$ cat src/rtl/fft_pkg.sv
`default_nettype none
// ============================================================================
// Module      : fft_pkg
// Description : Shared sizing constants and peak-detector state encoding for
//               the FFT output-side blocks (buffers and peak detector).
// Contents    : DATA_W, NUM_BINS, IDX_W, MAG_W, SKIP_DC, peak_state_t
// Revision    : 1.0 - initial release
// ============================================================================
package fft_pkg;

    localparam int DATA_W   = 16;            // width of each re / im half
    localparam int NUM_BINS = 32;            // bins per FFT frame
    localparam int IDX_W    = 5;             // $clog2(NUM_BINS)
    localparam int MAG_W    = 2 * DATA_W + 1; // re^2 + im^2 without overflow
    localparam int SKIP_DC  = 1;             // exclude bin 0 from the peak search

    typedef enum logic [1:0] {
        IDLE  = 2'd0,
        SCAN  = 2'd1,
        DRAIN = 2'd2,
        HOLD  = 2'd3
    } peak_state_t;

endpackage
`default_nettype wire

$ cat src/rtl/fft_bin_power.sv
`default_nettype none
// ============================================================================
// Module      : fft_bin_power
// Description : Registered squarer, first pipeline stage of the peak detector.
//               Squares the signed re and im halves of an accepted bin and
//               carries the bin index alongside.
// Ports       : clk, reset     - clock, synchronous active-high reset
//               flush          - drop any bin entering this cycle
//               in_valid/re/im/in_idx   - bin being accepted
//               out_valid/re2/im2/out_idx - squared bin, one cycle later
// Revision    : 1.0 - initial release
// ============================================================================
module fft_bin_power
    import fft_pkg::*;
#(
    parameter int DATA_W = fft_pkg::DATA_W,
    parameter int IDX_W  = fft_pkg::IDX_W
) (
    input  logic                  clk,
    input  logic                  reset,
    input  logic                  flush,
    input  logic                  in_valid,
    input  logic [DATA_W-1:0]     re,
    input  logic [DATA_W-1:0]     im,
    input  logic [IDX_W-1:0]      in_idx,
    output logic                  out_valid,
    output logic [2*DATA_W-1:0]   re2,
    output logic [2*DATA_W-1:0]   im2,
    output logic [IDX_W-1:0]      out_idx
);

    logic                valid_q, valid_d;
    logic [2*DATA_W-1:0] re2_q, re2_d;
    logic [2*DATA_W-1:0] im2_q, im2_d;
    logic [IDX_W-1:0]    idx_q, idx_d;

    // A signed square is never negative and at most 2^(2*DATA_W-2), so the
    // 2*DATA_W-bit product can be carried on as an unsigned value.
    always_comb begin
        valid_d = in_valid & ~flush;
        re2_d   = re2_q;
        im2_d   = im2_q;
        idx_d   = idx_q;
        if (in_valid && !flush) begin
            re2_d = $signed(re) * $signed(re);
            im2_d = $signed(im) * $signed(im);
            idx_d = in_idx;
        end
    end

    always_ff @(posedge clk) begin
        if (reset) begin
            valid_q <= 1'b0;
            re2_q   <= '0;
            im2_q   <= '0;
            idx_q   <= '0;
        end else begin
            valid_q <= valid_d;
            re2_q   <= re2_d;
            im2_q   <= im2_d;
            idx_q   <= idx_d;
        end
    end

    assign out_valid = valid_q;
    assign re2       = re2_q;
    assign im2       = im2_q;
    assign out_idx   = idx_q;

endmodule
`default_nettype wire

$ cat src/rtl/fft_peak_detect.sv
`default_nettype none
// ============================================================================
// Module      : fft_peak_detect
// Description : Watches the {re,im} FFT result stream and reports the bin
//               with the largest power re^2+im^2 of each frame through a
//               valid/ack handshake.
// Ports       : clk, reset            - clock, synchronous active-high reset
//               fft_start             - new frame begins
//               fft_done, fft_out32   - bin strobe and {re,im} data
//               peak_ack              - consumer took the result
//               peak_valid/idx/mag    - result, held until acked
//               frame_err             - sticky: frame restarted mid-stream
// Revision    : 1.0 - initial release
// ============================================================================
module fft_peak_detect
    import fft_pkg::*;
#(
    parameter int DATA_W   = fft_pkg::DATA_W,
    parameter int NUM_BINS = fft_pkg::NUM_BINS,
    parameter int IDX_W    = fft_pkg::IDX_W,
    parameter int SKIP_DC  = fft_pkg::SKIP_DC,
    parameter int MAG_W    = fft_pkg::MAG_W
) (
    input  logic                clk,
    input  logic                reset,
    input  logic                fft_start,
    input  logic                fft_done,
    input  logic [2*DATA_W-1:0] fft_out32,
    input  logic                peak_ack,
    output logic                peak_valid,
    output logic [IDX_W-1:0]    peak_idx,
    output logic [MAG_W-1:0]    peak_mag,
    output logic                frame_err
);

    // Counter holds 0..NUM_BINS, hence one bit wider than the index.
    localparam int                C_CNT_W     = IDX_W + 1;
    localparam logic [C_CNT_W-1:0] C_FULL     = C_CNT_W'(NUM_BINS);
    localparam logic [IDX_W-1:0]  C_FIRST_IDX = (SKIP_DC != 0) ? IDX_W'(1) : IDX_W'(0);

    peak_state_t          state_q, state_d;
    logic [C_CNT_W-1:0]   count_q, count_d;
    logic [IDX_W-1:0]     best_idx_q, best_idx_d;
    logic [MAG_W-1:0]     best_mag_q, best_mag_d;
    logic [IDX_W-1:0]     peak_idx_q, peak_idx_d;
    logic [MAG_W-1:0]     peak_mag_q, peak_mag_d;
    logic                 frame_err_q, frame_err_d;

    logic                 accept;
    logic                 s1_valid;
    logic [2*DATA_W-1:0]  s1_re2;
    logic [2*DATA_W-1:0]  s1_im2;
    logic [IDX_W-1:0]     s1_idx;
    logic [MAG_W-1:0]     s1_mag;
    logic                 s1_cand;

    // Stage 1: square the accepted bin. A start always wins over fft_done and
    // discards whatever would enter the pipeline on that edge.
    fft_bin_power #(
        .DATA_W (DATA_W),
        .IDX_W  (IDX_W)
    ) u_bin_power (
        .clk       (clk),
        .reset     (reset),
        .flush     (fft_start),
        .in_valid  (accept),
        .re        (fft_out32[2*DATA_W-1:DATA_W]),
        .im        (fft_out32[DATA_W-1:0]),
        .in_idx    (count_q[IDX_W-1:0]),
        .out_valid (s1_valid),
        .re2       (s1_re2),
        .im2       (s1_im2),
        .out_idx   (s1_idx)
    );

    // Stage 2 operands. DC is counted but never allowed to become the peak.
    assign s1_mag  = MAG_W'(s1_re2) + MAG_W'(s1_im2);
    assign s1_cand = s1_valid && !((SKIP_DC != 0) && (s1_idx == '0));

    always_comb begin
        state_d     = state_q;
        count_d     = count_q;
        best_idx_d  = best_idx_q;
        best_mag_d  = best_mag_q;
        peak_idx_d  = peak_idx_q;
        peak_mag_d  = peak_mag_q;
        frame_err_d = frame_err_q;
        accept      = 1'b0;

        // Strict compare: an equal power later in the frame keeps the
        // earlier (lower) index.
        if (s1_cand && (s1_mag > best_mag_q)) begin
            best_mag_d = s1_mag;
            best_idx_d = s1_idx;
        end

        if (fft_start) begin
            // Restart from any state; overrides the stage-2 update above so
            // the in-flight bin of an abandoned frame cannot leak through.
            if (((state_q == SCAN) && (count_q != '0) && (count_q < C_FULL)) ||
                (state_q == DRAIN)) begin
                frame_err_d = 1'b1;
            end
            state_d    = SCAN;
            count_d    = '0;
            best_mag_d = '0;
            best_idx_d = C_FIRST_IDX;
        end else begin
            case (state_q)
                IDLE: begin
                    state_d = IDLE;
                end
                SCAN: begin
                    if (count_q == C_FULL) begin
                        // Last bin is in stage 2 this cycle.
                        state_d = DRAIN;
                    end else if (fft_done) begin
                        accept  = 1'b1;
                        count_d = count_q + C_CNT_W'(1);
                    end
                end
                DRAIN: begin
                    state_d    = HOLD;
                    peak_idx_d = best_idx_q;
                    peak_mag_d = best_mag_q;
                end
                HOLD: begin
                    if (peak_ack) begin
                        state_d = IDLE;
                    end
                end
                default: begin
                    state_d = IDLE;
                end
            endcase
        end
    end

    always_ff @(posedge clk) begin
        if (reset) begin
            state_q     <= IDLE;
            count_q     <= '0;
            best_idx_q  <= '0;
            best_mag_q  <= '0;
            peak_idx_q  <= '0;
            peak_mag_q  <= '0;
            frame_err_q <= 1'b0;
        end else begin
            state_q     <= state_d;
            count_q     <= count_d;
            best_idx_q  <= best_idx_d;
            best_mag_q  <= best_mag_d;
            peak_idx_q  <= peak_idx_d;
            peak_mag_q  <= peak_mag_d;
            frame_err_q <= frame_err_d;
        end
    end

    assign peak_valid = (state_q == HOLD);
    assign peak_idx   = peak_idx_q;
    assign peak_mag   = peak_mag_q;
    assign frame_err  = frame_err_q;

endmodule
`default_nettype wire
$ cat config.mk
export PLATFORM = sky130hd
export DESIGN_NAME = fft_peak_detect
export DESIGN_NICKNAME = d
export VERILOG_FILES = /design/src/rtl/fft_pkg.sv /design/src/rtl/fft_bin_power.sv /design/src/rtl/fft_peak_detect.sv
export SDC_FILE = /design/constraint.sdc
export NUM_CORES = 2
export LEC_CHECK = 0
export CAP_MARGIN = 20
export CELL_PAD_IN_SITES_DETAIL_PLACEMENT = 1
export CELL_PAD_IN_SITES_GLOBAL_PLACEMENT = 2
export CORE_MARGIN = 4
export CORE_UTILIZATION = 37
export CTS_BUF_LIST = sky130_fd_sc_hd__clkbuf_8
export DETAILED_ROUTE_END_ITERATION = 6
export GPL_TIMING_DRIVEN = 0
export HOLD_SLACK_MARGIN = 0.06
export PLACE_DENSITY = 0.86
export SYNTH_ARGS = -nofsm -noshare
export SYNTH_HDL_FRONTEND = slang
export SYNTH_SLANG_ARGS = --single-unit
$ cat constraint.sdc
create_clock -name clk -period 8.1 [get_ports clk]
set_clock_uncertainty 0.1 [all_clocks]
set_input_delay 2.025 -clock clk [delete_from_list [all_inputs] [get_ports clk]]
set_output_delay 2.025 -clock clk [all_outputs]
set_load 0.005 [all_outputs]
Yosys cells after proc, flatten, opt, wreduce, memory -nomap -nowiden
Index checks and enable logic that the tools add are counted.
{"block": "word_totals", "register_bits": 155, "in_bits": 37, "wordCells": 58}
{"block": "op_classes", "addsub": 2, "multipliers": 2, "n_lt_le_gt_ge": 2, "eq_ne": 8, "n_mux": 10, "n_bitwise": 3, "reduce_logical": 18}
{"cell": "$mul A16 B16 Y32", "count": 2}
{"cell": "$add A32 B32 Y33", "count": 1}
{"cell": "$gt A33 B33 Y1", "count": 1}
{"cell": "$pmux W2 S4", "count": 1}
{"cell": "$reduce_and A2 Y1", "count": 4}
{"cell": "$mux W1", "count": 7}
{"cell": "$add A6 B1 Y6 const B", "count": 1}
{"cell": "$eq A6 B6 Y1 const B", "count": 1}
{"cell": "$lt A6 B6 Y1 const B", "count": 1}
{"cell": "$reduce_bool A6 Y1", "count": 1}
{"cell": "$logic_and A1 B1 Y1", "count": 5}
{"cell": "$logic_not A5 Y1", "count": 1}
{"cell": "$eq A2 B2 Y1 const B", "count": 2}
{"cell": "$mux W2", "count": 2}
{"cell": "$ne A3 B2 Y1 const B", "count": 1}
{"cell": "$ne A3 B3 Y1 const B", "count": 1}
{"cell": "$reduce_and A3 Y1", "count": 1}
{"cell": "$eq A2 B1 Y1 const B", "count": 1}
{"cell": "$logic_not A1 Y1", "count": 2}
{"cell": "$logic_not A2 Y1", "count": 1}
{"cell": "$ne A2 B1 Y1 const B", "count": 1}
{"cell": "$ne A2 B2 Y1 const B", "count": 1}
{"cell": "$not A1 Y1", "count": 2}
{"cell": "$reduce_bool A2 Y1", "count": 1}
{"cell": "3 further kinds", "count": 3}

Depth between registers and ports, before layout
{"block": "depth", "depth_word": 6, "mapped_depth": 25, "mapped_depth_nobuf": 24}

Modules after synthesis
From an unflattened synthesis, not the netlist that was laid out.
{"block": "unflattened", "cells_unflattened": 2976, "area_unflattened_um2": 26197.6}
{"mod": "fft_bin_power", "instances": 1, "cells_each": 2270, "area_per_inst_um2": 20358.3, "seq_area_each_um2": 1361.3}
{"mod": "fft_peak_detect", "instances": 1, "cells_each": 706, "area_per_inst_um2": 5839.4, "seq_area_each_um2": 1701.6}

Worst setup path after synthesis
No wires, ideal clock.
{"block": "synth_path", "path_type": "input-to-reg", "startpoint": "in fft_out32[31]", "endpoint": "reg u_bin_power.re2_q[31], in the netlist u_bin_power.re2[31]", "setup_time_ps": 117, "t_arrival_ps": 7739, "setup_slack_ps": 144, "cell_stages": 21, "n_path_buf": 1, "cell_sequence": "clkinv_1 buf_1 nor2_1 fa_1 fa_1 fa_1 fa_1 fa_1 inv_1 fa_1 inv_1 ha_1 a21o_1 a21o_1 a221o_1 a2111oi_2 nor2_1 a211oi_2 a21oi_2 xnor2_1 a22o_2"}
{"block": "synth_between", "elab_chain_cells": 1}
{"element": "from (decl)", "line_no": "fft_peak_detect.sv:28", "source": "input logic [2*DATA_W-1:0] fft_out32,"}
{"element": "$mul A16 B16 Y32", "line_no": "fft_bin_power.sv:45", "source": "re2_d = $signed(re) * $signed(re);"}
{"element": "to (signal assigned)", "line_no": "fft_bin_power.sv:59", "source": "re2_q <= re2_d;"}
{"element": "to (decl)", "line_no": "fft_bin_power.sv:33", "source": "logic [2*DATA_W-1:0] re2_q, re2_d;"}
No other way between the ends.
A chain may end at the register's enable or synchronous reset.

Worst setup path in the final report
{"block": "layout_path", "startpoint": "in fft_out32[1]", "endpoint": "reg u_bin_power.im2_q[31], in the netlist u_bin_power.im2[31]"}
{"block": "layout_between", "elab_chain_cells": 1}
{"element": "$mul A16 B16 Y32", "line_no": "fft_bin_power.sv:46", "source": "im2_d = $signed(im) * $signed(im);"}
{"element": "to (signal assigned)", "line_no": "fft_bin_power.sv:60", "source": "im2_q <= im2_d;"}
{"element": "to (decl)", "line_no": "fft_bin_power.sv:34", "source": "logic [2*DATA_W-1:0] im2_q, im2_d;"}
No other way between the ends.

==> results_dict.tcl <==
set metrics [dict create \
    fin_cells 3916 \
    netlist_area_um2 25400 \
    synth_common_cells "inv_1 (698), fa_1 (468), nand2_1 (414)" \
    synth.avg_cell_area_um2 8.70 \
    place_area_um2 27200 \
    nets 3783 \
    io_buffers 74 \
    cp-end-kind "flip-flop" \
    synth_edf_count 0 \
    ios 77 \
    htree_levels 4 \
    hold_class "flip-flop to flip-flop" \
    synthCells 2914 \
    grt_pass1_wl_mm 118 \
    die_h_um 270 \
    synth_top_area_share_pct 36.9 \
    clkLatencyLatePin_ps 470 \
    rsz0062_at_grt "yes" \
    ys.flop_type "dfxtp_1" \
    cp_data_arrival_time_ps 8280 \
    dp_hpwl_mm 62.7 \
    critPathLaunch "fft_out32[1]" \
    cts.clk_slew.worst_paths_ps 90 \
    ys_top_cells_by_area "fa_1 (37%), ha_1 (12%), dfxtp_1 (12%)" \
    synth-seq-area-share_pct 12.1 \
    wl_mm 73.2 \
    drv_cap 0 \
    place_congestion 0.886 \
    core_area_um2 67500 \
    status "completed" \
    initial_utilization_pct 37.6 \
    grt_overflow_total 0 \
    drt-initial-drc-count 844 \
    final_area_um2 28100 \
    crit_fanout 10 \
    yosysUniqueCellTypes 74 \
    period_needed_ps 7980 \
    fmax_mhz 125 \
    grt.total_usage_pct 20.3 \
    vias 19700 \
    grt_pass1_vias 22700 \
    slew_headroom_pct 30.7 \
    grt_max_degree 17 \
    hp-start "peak_mag[10]" \
    required_ps 8400 \
    cts.sinks 153 \
    grt_antenna_before_repair 1 \
    tritoncts "yes" \
    finalMaxSlewViolations 0 \
    ys_async_sr_fraction_pct 0 \
    drive_gt1_share_pct 6.97 \
    num_rows 95 \
    hold_viol 0 \
    numPlacedInstances 3861 \
    numCtsBuffers 17 \
    ys_ff_latch 153 \
    firstDrtPassIters 5 \
    post_drt_via_cell_ratio 5.04 \
    ant_nets 0 \
    reg2reg_from "u_bin_power.re2[3]" \
    cts_buffer_depth 2 \
    cts-root-buf "clkbuf_8" \
    die_area_um2 72800 \
    die_w_um 270 \
    yosysMostFrequentCell "inv_1" \
    syn_nets 3668 \
    crit_type "input port to flip-flop" \
    start_kind "input port" \
    setup_viol 0 \
    ys_warn_count 0 \
    worst_slew_pin_slew_ps 1020 \
    post_drt_wl_per_cell_um 18.7 \
    area_growth_pct 11.0 \
    yosysTopAreaCell "fa_1" \
    drc_errors 0 \
    period_share_pct 98.6 \
]
timing repair:
item                       in CTS  in global routing
pin swaps                       8                 12
hold buffers                    0                  0
setup buffers                  13                  9
gates resized for setup       141                117
setup endpoints to repair      35                 21
critical path, stage by stage:
cell and delay, ps:
clkdlybuf4s50_1 460, buf_4 210, and2_1 180, fa_1 490, inv_1 60, fa_1 560
fa_1 450, fa_1 560, inv_1 50, fa_1 480, inv_1 50, fa_1 510
inv_1 50, ha_2 290, a211oi_2 240, o21bai_2 140, a21boi_2 210, o2111a_1 250
nor2_1 110, o21ai_1 160, o21ai_0 130, or4_1 440, a31oi_1 170
layout by cell type (no fill, tap or decap), types with 24 or more instances in the layout:
cell and instances:
nand2_1 411, and2_1 72, clkbuf_1 31, ha_1 240, fa_1 464, xnor2_1 81
a21oi_1 184, o21ai_0 27, clkbuf_8 24, a21o_1 26, nor2_1 113, inv_1 694
clkdlybuf4s50_1 50, xor2_1 31, dfxtp_1 153, buf_4 28
flip-flops by register name, summed over array words and instances, names as in the netlist, 2 cells and up:
register and cells:
state_q 2, best_idx_q 5, u_bin_power.out_idx 5, peak_mag 33
peak_idx 5, best_mag_q 33, u_bin_power.im2 31, u_bin_power.re2 31
count_q 6
path summary, 6_finish.rpt:
check,end,slack [ps],cells past startpoint
setup / recovery,u_bin_power.im2[31],120,23
hold / removal,peak_mag[10],360,2
setup reg to reg,best_mag_q[29],2970,18
hold reg to reg,peak_mag[10],360,2
stage by stage:
| stage | worst slack (ps) | util (%) | hold WS, ps | TNS, ps |
|---|---|---|---|---|
| 6_report | 116 | 41.7 | 358 | 0 |
| 4_1_cts | 2.81 | 41.4 | 361 | 0 |
| 2_1_floorplan | 144 | - | 332 | 0 |
| 3_3_place_gp | -1590 | 40.3 | 338 | -32570 |
| 3_5_place_dp | -1730 | 40.3 | 348 | -36690 |
| 5_1_grt | -64.0 | 41.7 | 383 | -83.3 |
cells by family after synthesis:
logic type      Yosys count  synth area share, %
compound gates          384                 9.61
buf+inv                 794                 11.8
mux                       4                0.163
xor+xnor                113                 3.90
simple gates            749                 13.2
flops                   153                 12.1
fa+ha+maj               717                 49.2
metal layers:
| metal | up-vias | wire [um] | global-route usage (%) |
|---|---|---|---|
| met5 | - | 0 | 0 |
| met2 | 324 | 38000 | 37.9 |
| li1 | 9141 | - | - |
| met3 | 89 | 2440 | 2.15 |
| met1 | 10200 | 31300 | 25.5 |
| met4 | 0 | 1480 | 4.40 |
final cells by class:
type	count	area, um^2
diodes	1	2.50
plain buffers	92	637
clock buffers	17	234
clock inverters	15	165
fillers	7983	39400
inverters	702	2650
multi-input cells	1967	19500
flip-flops and latches	153	3060
well taps	873	1090
repair buffers	96	848
Power is left out: the tool's default activity adds up to more than one toggle a clock period on the data nets, which glitch-free logic cannot reach.
